===== config.mk =====
export PLATFORM = sky130hd
export DESIGN_NAME = uart_mem_master
export DESIGN_NICKNAME = d
export VERILOG_FILES = /design/src/rtl/uart_mem_master.sv
export SDC_FILE = /design/constraint.sdc
export NUM_CORES = 1
export LEC_CHECK = 0
export ABC_AREA = 1
export CORE_MARGIN = 4
export CORE_UTILIZATION = 40
export DETAILED_ROUTE_END_ITERATION = 10
export GPL_ROUTABILITY_DRIVEN = 0
export PLACE_DENSITY = 0.65
export SLEW_MARGIN = 20
export SYNTH_ARGS = -nofsm -noshare
export SYNTH_HDL_FRONTEND = slang
export SYNTH_SLANG_ARGS = --single-unit

===== constraint.sdc =====
create_clock -name CLK -period 6.1 [get_ports CLK]
set_input_delay 0.61 -clock CLK [delete_from_list [all_inputs] [get_ports CLK]]
set_output_delay 0.61 -clock CLK [all_outputs]
set_load 0.02 [all_outputs]

===== src/rtl/uart_mem_master.sv =====
// uart_mem_master: CPU-side initiator of the UART memory link.
// Serializes one read/write command frame per request and collects the reply.
module uart_mem_master #(
  parameter int unsigned CLKS_PER_BIT   = 16,
  parameter int unsigned TIMEOUT_CYCLES = 1048576,
  parameter logic [7:0]  ACK_BYTE       = 8'hAA
) (
  input  logic        CLK,
  input  logic        RST,
  input  logic        req_valid,
  output logic        req_ready,
  input  logic        req_we,
  input  logic [31:0] req_addr,
  input  logic [31:0] req_wdata,
  output logic        resp_valid,
  output logic [31:0] resp_rdata,
  output logic        resp_err,
  output logic        Tx,
  input  logic        Rx
);

  localparam int CW = $clog2(CLKS_PER_BIT + 1);
  localparam int TW = $clog2(TIMEOUT_CYCLES + 1);
  localparam logic [CW-1:0] BIT_LAST = CW'(CLKS_PER_BIT - 1);
  localparam logic [CW-1:0] BIT_FULL = CW'(CLKS_PER_BIT);
  localparam logic [CW-1:0] BIT_HALF = CW'(CLKS_PER_BIT / 2);
  localparam logic [TW-1:0] TO_LAST  = TW'(TIMEOUT_CYCLES - 1);

  typedef enum logic [1:0] {S_IDLE, S_SEND, S_WAIT, S_DONE} state_e;

  state_e        state_q, state_d;
  logic          tx_q, tx_d;
  logic [71:0]   frame_q, frame_d;
  logic [3:0]    bytes_left_q, bytes_left_d;
  logic [3:0]    bit_idx_q, bit_idx_d;
  logic [CW-1:0] clk_cnt_q, clk_cnt_d;
  logic          we_q, we_d;
  logic [TW-1:0] to_cnt_q, to_cnt_d;
  logic          rx_meta_q, rx_meta_d;
  logic          rx_sync_q, rx_sync_d;
  logic          rx_busy_q, rx_busy_d;
  logic [3:0]    rx_bit_q, rx_bit_d;
  logic [CW-1:0] rx_cnt_q, rx_cnt_d;
  logic [7:0]    rx_shift_q, rx_shift_d;
  logic [2:0]    rx_count_q, rx_count_d;
  logic [31:0]   rx_acc_q, rx_acc_d;
  logic          resp_valid_q, resp_valid_d;
  logic          resp_err_q, resp_err_d;
  logic [31:0]   resp_rdata_q, resp_rdata_d;
  logic          byte_done;

  assign req_ready  = (state_q == S_IDLE) && RST;
  assign resp_valid = resp_valid_q;
  assign resp_err   = resp_err_q;
  assign resp_rdata = resp_rdata_q;
  assign Tx         = tx_q;

  // Next-state logic: frame serializer, reply receiver, watchdog and response capture.
  always_comb begin
    state_d      = state_q;
    tx_d         = tx_q;
    frame_d      = frame_q;
    bytes_left_d = bytes_left_q;
    bit_idx_d    = bit_idx_q;
    clk_cnt_d    = clk_cnt_q;
    we_d         = we_q;
    to_cnt_d     = to_cnt_q;
    rx_meta_d    = Rx;
    rx_sync_d    = rx_meta_q;
    rx_busy_d    = rx_busy_q;
    rx_bit_d     = rx_bit_q;
    rx_cnt_d     = rx_cnt_q;
    rx_shift_d   = rx_shift_q;
    rx_count_d   = rx_count_q;
    rx_acc_d     = rx_acc_q;
    resp_valid_d = 1'b0;
    resp_err_d   = resp_err_q;
    resp_rdata_d = resp_rdata_q;
    byte_done    = 1'b0;

    unique case (state_q)
      S_IDLE: begin
        if (req_valid && req_ready) begin
          state_d      = S_SEND;
          we_d         = req_we;
          frame_d      = {req_wdata, req_addr, (req_we ? 8'h02 : 8'h01)};
          bytes_left_d = req_we ? 4'd9 : 4'd5;
          bit_idx_d    = 4'd0;
          clk_cnt_d    = '0;
          tx_d         = 1'b0;
        end
      end

      S_SEND: begin
        if (clk_cnt_q == BIT_LAST) begin
          clk_cnt_d = '0;
          if (bit_idx_q == 4'd9) begin
            if (bytes_left_q == 4'd1) begin
              state_d    = S_WAIT;
              tx_d       = 1'b1;
              to_cnt_d   = '0;
              rx_busy_d  = 1'b0;
              rx_count_d = 3'd0;
              rx_acc_d   = 32'h0;
            end else begin
              bytes_left_d = bytes_left_q - 1'b1;
              frame_d      = {8'h00, frame_q[71:8]};
              bit_idx_d    = 4'd0;
              tx_d         = 1'b0;
            end
          end else begin
            bit_idx_d = bit_idx_q + 1'b1;
            tx_d      = (bit_idx_q == 4'd8) ? 1'b1 : frame_q[bit_idx_q[2:0]];
          end
        end else begin
          clk_cnt_d = clk_cnt_q + 1'b1;
        end
      end

      S_WAIT: begin
        to_cnt_d = to_cnt_q + 1'b1;
        if (!rx_busy_q) begin
          if (!rx_sync_q) begin
            rx_busy_d = 1'b1;
            rx_bit_d  = 4'd0;
            rx_cnt_d  = CW'(1);
          end
        end else if (rx_bit_q == 4'd0) begin
          if (rx_cnt_q == BIT_HALF) begin
            if (rx_sync_q) begin
              rx_busy_d = 1'b0;
            end else begin
              rx_bit_d = 4'd1;
              rx_cnt_d = CW'(1);
            end
          end else begin
            rx_cnt_d = rx_cnt_q + 1'b1;
          end
        end else if (rx_cnt_q == BIT_FULL) begin
          rx_cnt_d = CW'(1);
          if (rx_bit_q == 4'd9) begin
            rx_busy_d = 1'b0;
            byte_done = rx_sync_q;
          end else begin
            rx_shift_d = {rx_sync_q, rx_shift_q[7:1]};
            rx_bit_d   = rx_bit_q + 1'b1;
          end
        end else begin
          rx_cnt_d = rx_cnt_q + 1'b1;
        end

        if (byte_done) begin
          if (we_q) begin
            state_d    = S_DONE;
            resp_err_d = (rx_shift_q != ACK_BYTE);
          end else begin
            rx_acc_d[{rx_count_q[1:0], 3'b000} +: 8] = rx_shift_q;
            rx_count_d = rx_count_q + 1'b1;
            if (rx_count_q == 3'd3) begin
              state_d    = S_DONE;
              resp_err_d = 1'b0;
            end
          end
        end

        if ((state_d == S_WAIT) && (to_cnt_q == TO_LAST)) begin
          state_d    = S_DONE;
          resp_err_d = 1'b1;
        end

        if (state_d == S_DONE) begin
          resp_valid_d = 1'b1;
          if (!we_q) begin
            resp_rdata_d = rx_acc_d;
          end
        end
      end

      S_DONE: begin
        state_d = S_IDLE;
      end

      default: begin
        state_d = S_IDLE;
      end
    endcase
  end

  // State register: everything returns to idle with the line high on reset.
  always_ff @(posedge CLK or negedge RST) begin
    if (!RST) begin
      state_q      <= S_IDLE;
      tx_q         <= 1'b1;
      frame_q      <= '0;
      bytes_left_q <= '0;
      bit_idx_q    <= '0;
      clk_cnt_q    <= '0;
      we_q         <= 1'b0;
      to_cnt_q     <= '0;
      rx_meta_q    <= 1'b1;
      rx_sync_q    <= 1'b1;
      rx_busy_q    <= 1'b0;
      rx_bit_q     <= '0;
      rx_cnt_q     <= '0;
      rx_shift_q   <= '0;
      rx_count_q   <= '0;
      rx_acc_q     <= '0;
      resp_valid_q <= 1'b0;
      resp_err_q   <= 1'b0;
      resp_rdata_q <= '0;
    end else begin
      state_q      <= state_d;
      tx_q         <= tx_d;
      frame_q      <= frame_d;
      bytes_left_q <= bytes_left_d;
      bit_idx_q    <= bit_idx_d;
      clk_cnt_q    <= clk_cnt_d;
      we_q         <= we_d;
      to_cnt_q     <= to_cnt_d;
      rx_meta_q    <= rx_meta_d;
      rx_sync_q    <= rx_sync_d;
      rx_busy_q    <= rx_busy_d;
      rx_bit_q     <= rx_bit_d;
      rx_cnt_q     <= rx_cnt_d;
      rx_shift_q   <= rx_shift_d;
      rx_count_q   <= rx_count_d;
      rx_acc_q     <= rx_acc_d;
      resp_valid_q <= resp_valid_d;
      resp_err_q   <= resp_err_d;
      resp_rdata_q <= resp_rdata_d;
    end
  end

endmodule


==> results of run 1 <==
## critical path: stages, from the launching register on
cell	delay, ns
dfrtp_1	0.47
nor2_4	0.48
nand4_1	0.28
nor2_1	0.26
nand2_1	0.08
buf_4	0.27
nand2_1	0.61
nand2_1	0.21
nand2_1	0.09
o21ai_0	0.08
## final cells by class
cell class	count	area [sq um]	area share
clock buffer	17	425.4	0.03487
clock inverter	15	217.7	0.01785
inverter	162	610.6	0.05005
multi-input combinational	885	4444	0.3643
sequential	199	4984	0.4085
tap	330	412.9	0.03385
timing repair buffer	112	1105	0.09056
## power groups by stage
stage | Clock [mW] | Combinational (mW) | Sequential (mW)
final | 1.20 | 0.0744 | 1.32
after global routing | 1.28 | 0.0832 | 1.32
after CTS | 1.23 | 0.0775 | 1.32
after detailed placement | 0 | 0.0774 | 1.35
after global placement | 0 | 0.0776 | 1.35
after floorplan | 0 | 0.00155 | 1.35
## sequential cells by signal (all words and copies together), names as in the netlist
signal / flops
rx_sync_q: 1
bytes_left_q: 4
Tx: 1
rx_meta_q: 1
resp_rdata: 32
clk_cnt_q: 5
rx_busy_q: 1
rx_count_q: 3
rx_cnt_q: 5
bit_idx_q: 4
rx_acc_q: 32
rx_shift_q: 8
resp_valid: 1
state_q: 2
resp_err: 1
we_q: 1
rx_bit_q: 4
to_cnt_q: 21
frame_q: 72
## worst max path at each step
stage                         startpoint                          to  slack [ns]  cells past startpoint
2_1_floorplan  rx_count_q[0]$_DFFE_PN0P_  resp_rdata[16]$_DFFE_PN0P_        3.72                     14
3_3_place_gp                         RST      frame_q[0]$_DFFE_PN0P_        2.72                      9
3_5_place_dp                         RST      frame_q[0]$_DFFE_PN0P_        2.67                      9
4_1_cts        rx_count_q[0]$_DFFE_PN0P_  resp_rdata[17]$_DFFE_PN0P_        2.87                      9
5_1_grt                              RST      frame_q[0]$_DFFE_PN0P_        2.76                      9
6_report          state_q[1]$_DFFE_PN0P_   rx_count_q[0]$_DFFE_PN0P_        3.11                      9
## placed cells by master, fill, tap and decap left out, types with 2 or more instances in the layout
master,n
xor2_1,17
nor2_1,45
clkinv_8,5
and2_1,8
inv_2,2
nand3_2,4
nand2_2,5
ha_1,18
inv_12,2
inv_8,5
xnor2_1,3
a21boi_0,2
nand2_1,409
dfrtp_1,196
nand3_1,93
nor3_1,10
nor2_2,3
o21ai_0,107
clkinv_1,3
a21oi_1,15
clkbuf_16,17
dfstp_2,3
nor2_4,2
inv_1,156
o21ai_2,9
buf_4,8
o22ai_1,16
clkdlybuf4s50_1,103
nand4_1,34
o21ai_1,14
o211ai_1,59
## synthesized netlist by cell type, drive strengths merged
cell	n	area, sq um
nand2	415	1573
dfrtp	196	4905
inv	159	599.3
o21ai	130	684.4
nand3	98	523.0
o211ai	59	442.9
nor2	51	225.2
clkbuf	35	132.6
nand4	35	225.2
buf	31	193.9
ha	18	225.2
xor2	17	148.9
a21oi	16	91.34
o22ai	16	100.1
nor3	10	50.05
and2	9	58.81
clkinv	3	11.26
dfstp	3	78.83
xnor2	3	26.28
a21boi	2	15.01
a22o	1	8.760
nand2b	1	6.260
nand3b	1	7.510
nor3b	1	7.510
o41ai	1	8.760
or2	1	6.260
## stage by stage
| stage | power (mW) | hold WS [ns] |
|---|---|---|
| after floorplan | 1.347 | 0.3144 |
| after global placement | 1.424 | 0.3470 |
| after detailed placement | 1.424 | 0.3522 |
| after CTS | 2.625 | 0.2765 |
| after global routing | 2.688 | 0.3094 |
| final | 2.595 | 0.2516 |
## per-layer routing
metal	share of wire	global-route usage
met5	0	0
met1	0.49	0.2486
met3	0.043	0.02569
met4	0.013	0.04411
met2	0.46	0.2697
## cells by family after synthesis
logic type | after synthesis | share of synthesized area
AOI/OAI and AO/OA | 225 | 0.1305
xor gates and xnor gates | 20 | 0.01692
adders and majority gates | 18 | 0.02175
buffers and inverters | 228 | 0.09050
DFF | 199 | 0.4813
and+or+nand+nor | 622 | 0.2591
==> summary.md, run 1 <==
| Metric | Value |
|---|---|
| Status | `finished clean` |
| # clock sinks | `199` |
| Worst Skew | `around 0.020 ns` |
| DRC errors left | `0` |
| Place WS | `between 2 and 3 ns` |
| Worst r2r dst | `rx_count_q[0]$_DFFE_PN0P_` |
| H-tree depth | `4` |
| CP arrival | `about 3.3 ns` |
| Yosys reg bits | `~200` |
| Drt total wl | `about 24 mm` |
| Post-CTS Setup Repair Bufs | `0` |
| Required time of the critical path | `roughly 6.4 ns` |
| # setup viols final | `0` |
| Crit. End Element | `register` |
| Fmax | `roughly 330 MHz` |
| Sw Ratio | `0.2424` |
| RSZ-0062 raised after global routing | `false` |
| DR iter-0 viols | `approximately 670` |
| Initial antenna violation count | `0` |
| Setup TNS | `0 ns` |
| Final Util | `0.4817` |
| CTS root buffer | `clkbuf_16` |
| Least-Margin Pin Slew | `between 0.9 and 1 ns` |
| Drt first pass iters | `5` |
| Clock Tree Buf Depth | `2` |
| Synthesized area per cell | `slightly below 8 sq um` |
| Hold Vio Cnt, Final | `0` |
| Insertion delay to the later sink of the worst-skew pair | `~0.44 ns` |
| Combinational power share | `0.029` |
| Global-route wire length before repair | `40.67 mm` |
| Max_cap viols | `0` |
| Row Count | `just under 60` |
| Post-CTS sizing | `0` |
| DRT antenna net count | `0` |
| Netlist cell types | `between 40 and 50` |
| Ratio of cells with drive above 1 in the final layout | `0.05540` |
| CP Max Fanout | `40` |
| Sequential Power Share | `0.509` |
| # diodes | `0` |
| Vias in the first global route | `approximately 8200` |
| # placed instances | `between 1500 and 2000` |
| Critical Path Source Type | `register` |
| Switch Pwr | `between 0.6 and 0.7 mW` |
| Layout net count | `approximately 1500` |
| Post-route insts no fill | `1720` |
| Peak VDD IR | `0.1313 mV` |
| Core area | `between 20000 and 30000 sq um` |
| I/O Buffers | `approximately 100` |
| DP Area | `around 12000 sq um` |
| Period utilization | `0.4909` |
| Pwr/cell area | `roughly 210 nW/um^2` |
| Clk pwr share | `0.463` |
| Number of cells on the worst reg-to-reg path | `9` |
| Max-slew violations | `0` |
| Largest net degree at the start of global routing | `slightly above 100` |
| Synthesized Nets | `around 1400` |
| Setup CP Type | `reg2reg` |
| Synth Instances | `about 1300` |
| Area Growth Syn to Fin | `17.81%` |
| I/O pin cnt | `105` |
| Worst-path clk slew | `0.08 ns` |
| LEAKAGE | `5.748 nW` |
| DP HPWL | `about 16 mm` |
| Via/cell ratio | `5.066` |
| Gr usage total | `0.1712` |
| CTS tree | `done` |
| Die X | `~170 microns` |
| Routed WL per cell | `about 14 microns` |
| Num CTS Buffers | `17` |
| R2R setup slack | `slightly above 3 ns` |
| Post-CTS Hold Buffers | `0` |
| Initial core utilization | `0.4089` |
| Worst hold path class | `in2async` |
| Die Ht | `168.9 microns` |
| Seq/Total Area, Yosys | `0.4813` |
| Final instance area | `approximately 12000 sq um` |
| Pint | `~2 mW` |
| Warnings, synthesis | `0` |
| Tmin final | `~3 ns` |
| # fillers | `2441` |
| Total Die Area | `approximately 29000 sq um` |
| Critical R2R Launch | `state_q[1]$_DFFE_PN0P_` |
| Slack of the critical path | `~3.1 ns` |
| Routed vias | `around 8700` |
| Mapped Area | `a little over 10000 sq um` |
| Rel. slew slack | `0.3805` |
| Grt ovf | `0` |
No activity file was read; power rests on OpenSTA's default activity.
==> run 2: changes to the inputs <==
Clock period 6.1 ns to 3 ns, I/O delays scaled along.
==> run 2 against run 1 <==
  * Non-clock buffer count increased by 13
  * Critical path depth increased by 2
  * Via count is 0.93% lower
  * Routed wire length fell by 0.19%
  * Combinational power grew 110%
  * Sequential share of layout area is 0.37 points lower
  * Setup slack worse by 2.5 ns
  * Final cell count up 0.76%
  * Critical endpoint is now resp_rdata[17]$_DFFE_PN0P_
  * Register-to-register slack got worse by 2.5 ns
  * Clock skew shrank 0.0049 ns
  * Largest power group unchanged
  * Highest routed layer unchanged
==> summary.md, run 2 (synthesis gave the netlist of run 1 again) <==
| Metric | Value |
|---|---|
| Worst Skew | `0.01508 ns (-0.004936 ns)` |
| Die Ht | `168.9 microns (unchanged)` |
| Max_cap viols | `0 (unchanged)` |
| Period utilization | `0.7872 (+0.2963)` |
| Pwr/cell area | `423.5 nW/um^2 (+99%)` |
| Crit path to | `resp_rdata[17]$_DFFE_PN0P_` |
| Drt total wl | `23.67 mm (-0.19%)` |
| CP arrival | `2.72 ns (-0.57 ns)` |
| WP buf/inv | `3 (+2)` |
| Peak VDD IR | `0.3309 mV (+150%)` |
| I/O Buffers | `104 (unchanged)` |
| Worst hold path class | `in2async` |
| Setup CP Type | `reg2reg` |
| Largest net degree at the start of global routing | `139 (+36%)` |
| Via/cell ratio | `4.981 (-1.7%)` |
| Insertion delay to the later sink of the worst-skew pair | `0.43 ns (about the same)` |
| Commonest non-fill, non-tap cell in the layout | `nand2_1` |
| Num CTS Buffers | `17 (unchanged)` |
| Routed vias | `8632 (-0.93%)` |
| Global-route wire length before repair | `40.60 mm (-0.17%)` |
| # setup viols final | `0 (unchanged)` |
| CP top delay family | `simple AND/OR/NAND/NOR gates` |
| DRT antenna net count | `0 (unchanged)` |
| DP Area | `11680 sq um (+1.1%)` |
| Max-slew violations | `0 (unchanged)` |
| Routed WL per cell | `13.66 microns (-0.94%)` |
| # diodes | `0 (unchanged)` |
| H-tree depth | `4 (unchanged)` |
| Least-Margin Pin Slew | `0.7339 ns (-0.1953 ns)` |
| LEAKAGE | `5.805 nW (+0.99%)` |
| Critical Path Source Type | `register` |
| Initial antenna violation count | `0 (unchanged)` |
| Area Growth Syn to Fin | `18.87%` |
| Post-CTS Setup Repair Bufs | `0 (unchanged)` |
| Worst-path clk slew | `0.08 ns (about the same)` |
| Layout net count | `1477 (+0.89%)` |
| Fmax | `423.4 MHz (+27%)` |
| Core area | `25330 sq um (unchanged)` |
| Status | `finished clean` |
| Number of cells on the worst reg-to-reg path | `11 (+2)` |
| Tmin final | `2.362 ns (-0.6331 ns)` |
| Required time of the critical path | `3.36 ns (-3.04 ns)` |
| Crit. End Element | `register` |
| Vias in the first global route | `8172 (-0.41%)` |
| Die X | `168.9 microns (unchanged)` |
| R2R setup slack | `0.64 ns (-2.47 ns)` |
| Critical R2R Launch | `rx_count_q[0]$_DFFE_PN0P_` |
| Rel. slew slack | `0.5107 (+0.1302)` |
| CP max-delay cell | `dfrtp_1` |
| Max stage delay on crit path | `0.55 ns (-0.06 ns)` |
| Initial core utilization | `0.4089 (unchanged)` |
| CP Cell Sequence | `inv_1 > ha_1 > clkinv_1 > nand2_2 > nor2_1 > nand2_1 > nand4_1 > nand2_1 > inv_1 > nand2_1 > nand2_1` |
| CTS tree | `done` |
| Drt first pass iters | `5 (unchanged)` |
| # fillers | `2457 (+0.66%)` |
| Hold Vio Cnt, Final | `0 (unchanged)` |
| CP Max Fanout | `12 (-70%)` |
| I/O pin cnt | `105 (unchanged)` |
| Clock Tree Buf Depth | `2 (unchanged)` |
| Worst r2r dst | `resp_rdata[17]$_DFFE_PN0P_` |
| Gr usage total | `0.1704 (-0.0008311)` |
| Row Count | `58 (unchanged)` |
| Setup TNS | `0 ns (unchanged)` |
| Cell mode on critical path | `nand2_1` |
| WHS | `0.3392 ns (+0.08764 ns)` |
| Total Die Area | `28530 sq um (unchanged)` |
| Grt ovf | `0 (unchanged)` |
| CP startpoint | `rx_count_q[0]$_DFFE_PN0P_` |
| RSZ-0062 raised after global routing | `false` |
| Final instance area | `12310 sq um (+0.90%)` |
| Commonest cells after routing, fill and taps aside | `nand2_1, dfrtp_1, inv_1` |
| Biggest register | `frame_q` |
| Worst path depth | `11 (+2)` |
| Ratio of cells with drive above 1 in the final layout | `0.06272 (+0.007327)` |
| DR iter-0 viols | `485 (-28%)` |
| CTS root buffer | `clkbuf_16` |
| DRC errors left | `0 (unchanged)` |
| Max FFs per register | `72 (unchanged)` |
| # clock sinks | `199 (unchanged)` |
| DP HPWL | `16.30 mm (+2.4%)` |
run 2: worst min path at each step:
stage          start                  endpoint  slack, ns  cells after the start
6_report         RST    frame_q[9]$_DFFE_PN0P_       0.34                      2
5_1_grt           Rx       rx_meta_q$_DFF_PN1_       0.33                      1
4_1_cts           Rx       rx_meta_q$_DFF_PN1_       0.32                      1
3_5_place_dp     RST  clk_cnt_q[1]$_DFFE_PN0P_       0.20                      1
3_3_place_gp     RST  clk_cnt_q[1]$_DFFE_PN0P_       0.19                      1
2_1_floorplan    RST  bit_idx_q[0]$_DFFE_PN0P_      0.004                      0
run 2: power by group:
group          switching [mW]  internal (mW)  leakage [nW]  total (mW)
registers             0.00247           2.68          2.40        2.68
clock network            1.15           1.23         0.295        2.37
logic                  0.0729         0.0825          3.11       0.155
total                    1.22           3.99          5.80        5.21
run 2: layout make-up:
class,instances,area [sq um],area share
flip-flops and latches,199,4984,0.4049
clock inverters,14,178.9,0.01454
inverters,162,610.6,0.04960
multi-input cells,885,4442,0.3608
clock buffers,18,439.2,0.03568
well taps,330,412.9,0.03354
repair buffers,125,1242,0.1009
run 2: routing by layer:
| layer | routed length [microns] | GRT usage |
|---|---|---|
| met1 | 11490 | 0.2478 |
| met5 | 0 | 0 |
| met2 | 10960 | 0.2690 |
| met4 | 195 | 0.03705 |
| met3 | 1031 | 0.02849 |
run 2: timing repair:
action | CTS | global route
hold endpoints to repair | 21 | 0
hold buffers | 1 | 0
resized for setup | 0 | 0
run 2: through the flow:
step / power, mW / cells / utilization / setup slack [ns]
finish: 5.213 / 1733 / 0.4860 / 0.6383
global route: 5.405 / 1733 / 0.4860 / 0.4200
CTS: 5.272 / 1733 / 0.4860 / 0.6222
detailed placement: 2.898 / 1700 / 0.4612 / 0.6535
global placement: 2.898 / 1700 / 0.4612 / 0.7299
floorplan: 2.740 / 1312 / - / 0.6178
run 2: worst reg2reg max path: stages, from the launching register on:
cell	delay [ns]
dfrtp_1	0.55
inv_1	0.14
ha_1	0.32
clkinv_1	0.20
nand2_2	0.15
nor2_1	0.43
nand2_1	0.10
nand4_1	0.12
nand2_1	0.09
inv_1	0.06
nand2_1	0.05
nand2_1	0.09
==> run 3: changes to the inputs <==
Clock period 3 ns to 2.3 ns, I/O delays scaled along.
==> run 3 against run 2 <==
  * Via count rose by 1.5%
  * Largest power group unchanged
  * Clock power rose by 29%
  * Critical path type is now reg2out
  * Critical path depth fell by 7
  * Largest cell class unchanged
==> summary.md, run 3 (synthesis gave the netlist of run 1 again) <==
| Metric | Value |
|---|---|
| Status | `finished clean` |
| Insertion delay to the later sink of the worst-skew pair | `0.45 ns (+0.02 ns)` |
| Die Ht | `168.9 microns (unchanged)` |
| CP Max Fanout | `4 (-8)` |
| Number of cells on the worst reg-to-reg path | `12 (+1)` |
| Required time of the critical path | `2.07 ns (-1.29 ns)` |
| Crit. End Element | `primary output` |
| Initial core utilization | `0.4089 (unchanged)` |
| CTS root buffer | `clkbuf_16` |
| Area occupied by multi-input gates | `4444 sq um (about the same)` |
| Least-Margin Pin Slew | `0.9810 ns (+0.2470 ns)` |
| Max FFs per register | `72 (unchanged)` |
| Global-route wire length before repair | `41.19 mm (+1.4%)` |
| Grt ovf | `0 (unchanged)` |
| RSZ-0062 raised after global routing | `false` |
| Biggest register | `frame_q` |
| Max_cap viols | `0 (unchanged)` |
| Rel. slew slack | `0.3460 (-0.1647)` |
| Via/cell ratio | `5.022 (+0.83%)` |
| # fillers | `2394 (-2.6%)` |
| Final Util | `0.4901 (+0.004101)` |
| Worst-path clk slew | `0.08 ns (about the same)` |
| Critical Path Source Type | `register` |
| Post-CTS Setup Repair Bufs | `0 (unchanged)` |
| Commonest cells after routing, fill and taps aside | `nand2_1, dfrtp_1, inv_1` |
| Total Die Area | `28530 sq um (unchanged)` |
| I/O pin cnt | `105 (unchanged)` |
| Setup CP Type | `reg2out` |
| Ratio of cells with drive above 1 in the final layout | `0.07006 (+0.007341)` |
| Routed WL per cell | `13.90 microns (+1.7%)` |
| # setup viols final | `0 (unchanged)` |
| Worst hold path class | `in2reg` |
| Worst Skew | `0.01733 ns (+0.002244 ns)` |
| Num CTS Buffers | `17 (unchanged)` |
| WHS | `0.1888 ns (-0.1504 ns)` |
| Worst hold endpoint | `rx_meta_q$_DFF_PN1_` |
| # clock sinks | `199 (unchanged)` |
| Register area | `4984 sq um (unchanged)` |
| DP HPWL | `16.67 mm (+2.3%)` |
| Total power | `6.765 mW (+30%)` |
| Area Growth Syn to Fin | `19.88%` |
| Initial antenna violation count | `1 (+1)` |
| Post-CTS sizing | `0 (unchanged)` |
| Vias in the first global route | `8422 (+3.1%)` |
| Period utilization | `0.9619` |
| DRC errors left | `0 (unchanged)` |
| Hold-critical path depth | `1` |
| Row Count | `58 (unchanged)` |
| Tmin final | `approximately 2.2 ns` |
| Layout net count | `1487 (+0.68%)` |
| Setup TNS | `0 ns (unchanged)` |
| Core area | `25330 sq um (unchanged)` |
| Drt total wl | `24.24 mm (+2.4%)` |
| Max-slew violations | `0 (unchanged)` |
| Worst r2r dst | `resp_rdata[7]$_DFFE_PN0P_` |
| LEAKAGE | `5.864 nW (+1.0%)` |
| R2R setup slack | `0.20 ns (-0.44 ns)` |
| Die X | `168.9 microns (unchanged)` |
| Post-route insts no fill | `1744 (+0.63%)` |
| Hold Vio Cnt, Final | `0 (unchanged)` |
| Fmax | `~450 MHz` |
| Commonest non-fill, non-tap cell in the layout | `nand2_1` |
| H-tree depth | `4 (unchanged)` |
| Routed vias | `8759 (+1.5%)` |
| Pwr/cell area | `545.0 nW/um^2 (+29%)` |
| Largest net degree at the start of global routing | `116 (-17%)` |
| Gr usage total | `0.1736 (+0.003260)` |
| Peak VDD IR | `0.3847 mV (+16%)` |
| Worst hold path startpoint | `Rx` |
| DR iter-0 viols | `720 (+48%)` |
| Drt first pass iters | `5 (unchanged)` |
| CP arrival | `1.98 ns (-0.74 ns)` |
| # placed instances | `1710 (+0.59%)` |
| I/O Buffers | `104 (unchanged)` |
| DRT antenna net count | `0 (unchanged)` |
| Critical R2R Launch | `rx_cnt_q[0]$_DFFE_PN0P_` |
| CTS tree | `done` |
| Clock Tree Buf Depth | `2 (unchanged)` |
## run 3: power by group
group	leakage [nW]	internal [mW]	total (mW)	switching (mW)
logic	3.17	0.108	0.203	0.0952
clock network	0.295	1.50	3.06	1.57
registers	2.40	3.50	3.50	0.00357
## run 3: layer usage
layer,part of all wire,GRT usage,vias up
li1,-,-,4434
met1,0.48,0.2453,4117
met5,0,0,-
met2,0.46,0.2753,181
met3,0.043,0.03270,27
met4,0.015,0.04728,0
## run 3: stage by stage
step | worst slack [ns] | instance area (sq um)
after floorplan | 0.09725 | 10360
after global placement | 0.2575 | 11780
after detailed placement | 0.2198 | 11780
after CTS | 0.1093 | 12410
after global routing | 0.01275 | 12410
final | 0.08759 | 12410
## run 3: final cells by class
| cell class | instances | share of cell area |
|---|---|---|
| clock buffer | 17 | 0.03427 |
| clock inverter | 15 | 0.01542 |
| tap | 330 | 0.03326 |
| inverter | 162 | 0.04919 |
| timing repair buffer | 135 | 0.1082 |
| multi-input combinational | 885 | 0.3580 |
| antenna | 1 | 0.0002016 |
| sequential | 199 | 0.4015 |
## run 3: how the worst max path moves through the flow
| stage | from | endpoint | cells after the start |
|---|---|---|---|
| floorplan | rx_count_q[0]$_DFFE_PN0P_ | resp_rdata[16]$_DFFE_PN0P_ | 14 |
| global placement | rx_cnt_q[0]$_DFFE_PN0P_ | resp_rdata[25]$_DFFE_PN0P_ | 11 |
| detailed placement | rx_cnt_q[0]$_DFFE_PN0P_ | resp_rdata[25]$_DFFE_PN0P_ | 11 |
| CTS | state_q[1]$_DFFE_PN0P_ | req_ready | 4 |
| global route | state_q[1]$_DFFE_PN0P_ | req_ready | 4 |
| finish | state_q[1]$_DFFE_PN0P_ | req_ready | 4 |
## run 3: critical path, stage by stage, from the launching register on
cell	delay, ns
dfrtp_1	0.44
nor2_1	0.20
inv_1	0.09
nor2_1	0.18
clkdlybuf4s50_1	0.64
## run 3: timing repair
| action | CTS | global route |
|---|---|---|
| endpoints found under the setup margin | 0 | 0 |
| hold buffers | 1 | 0 |
| endpoints found under the hold margin | 8 | 0 |
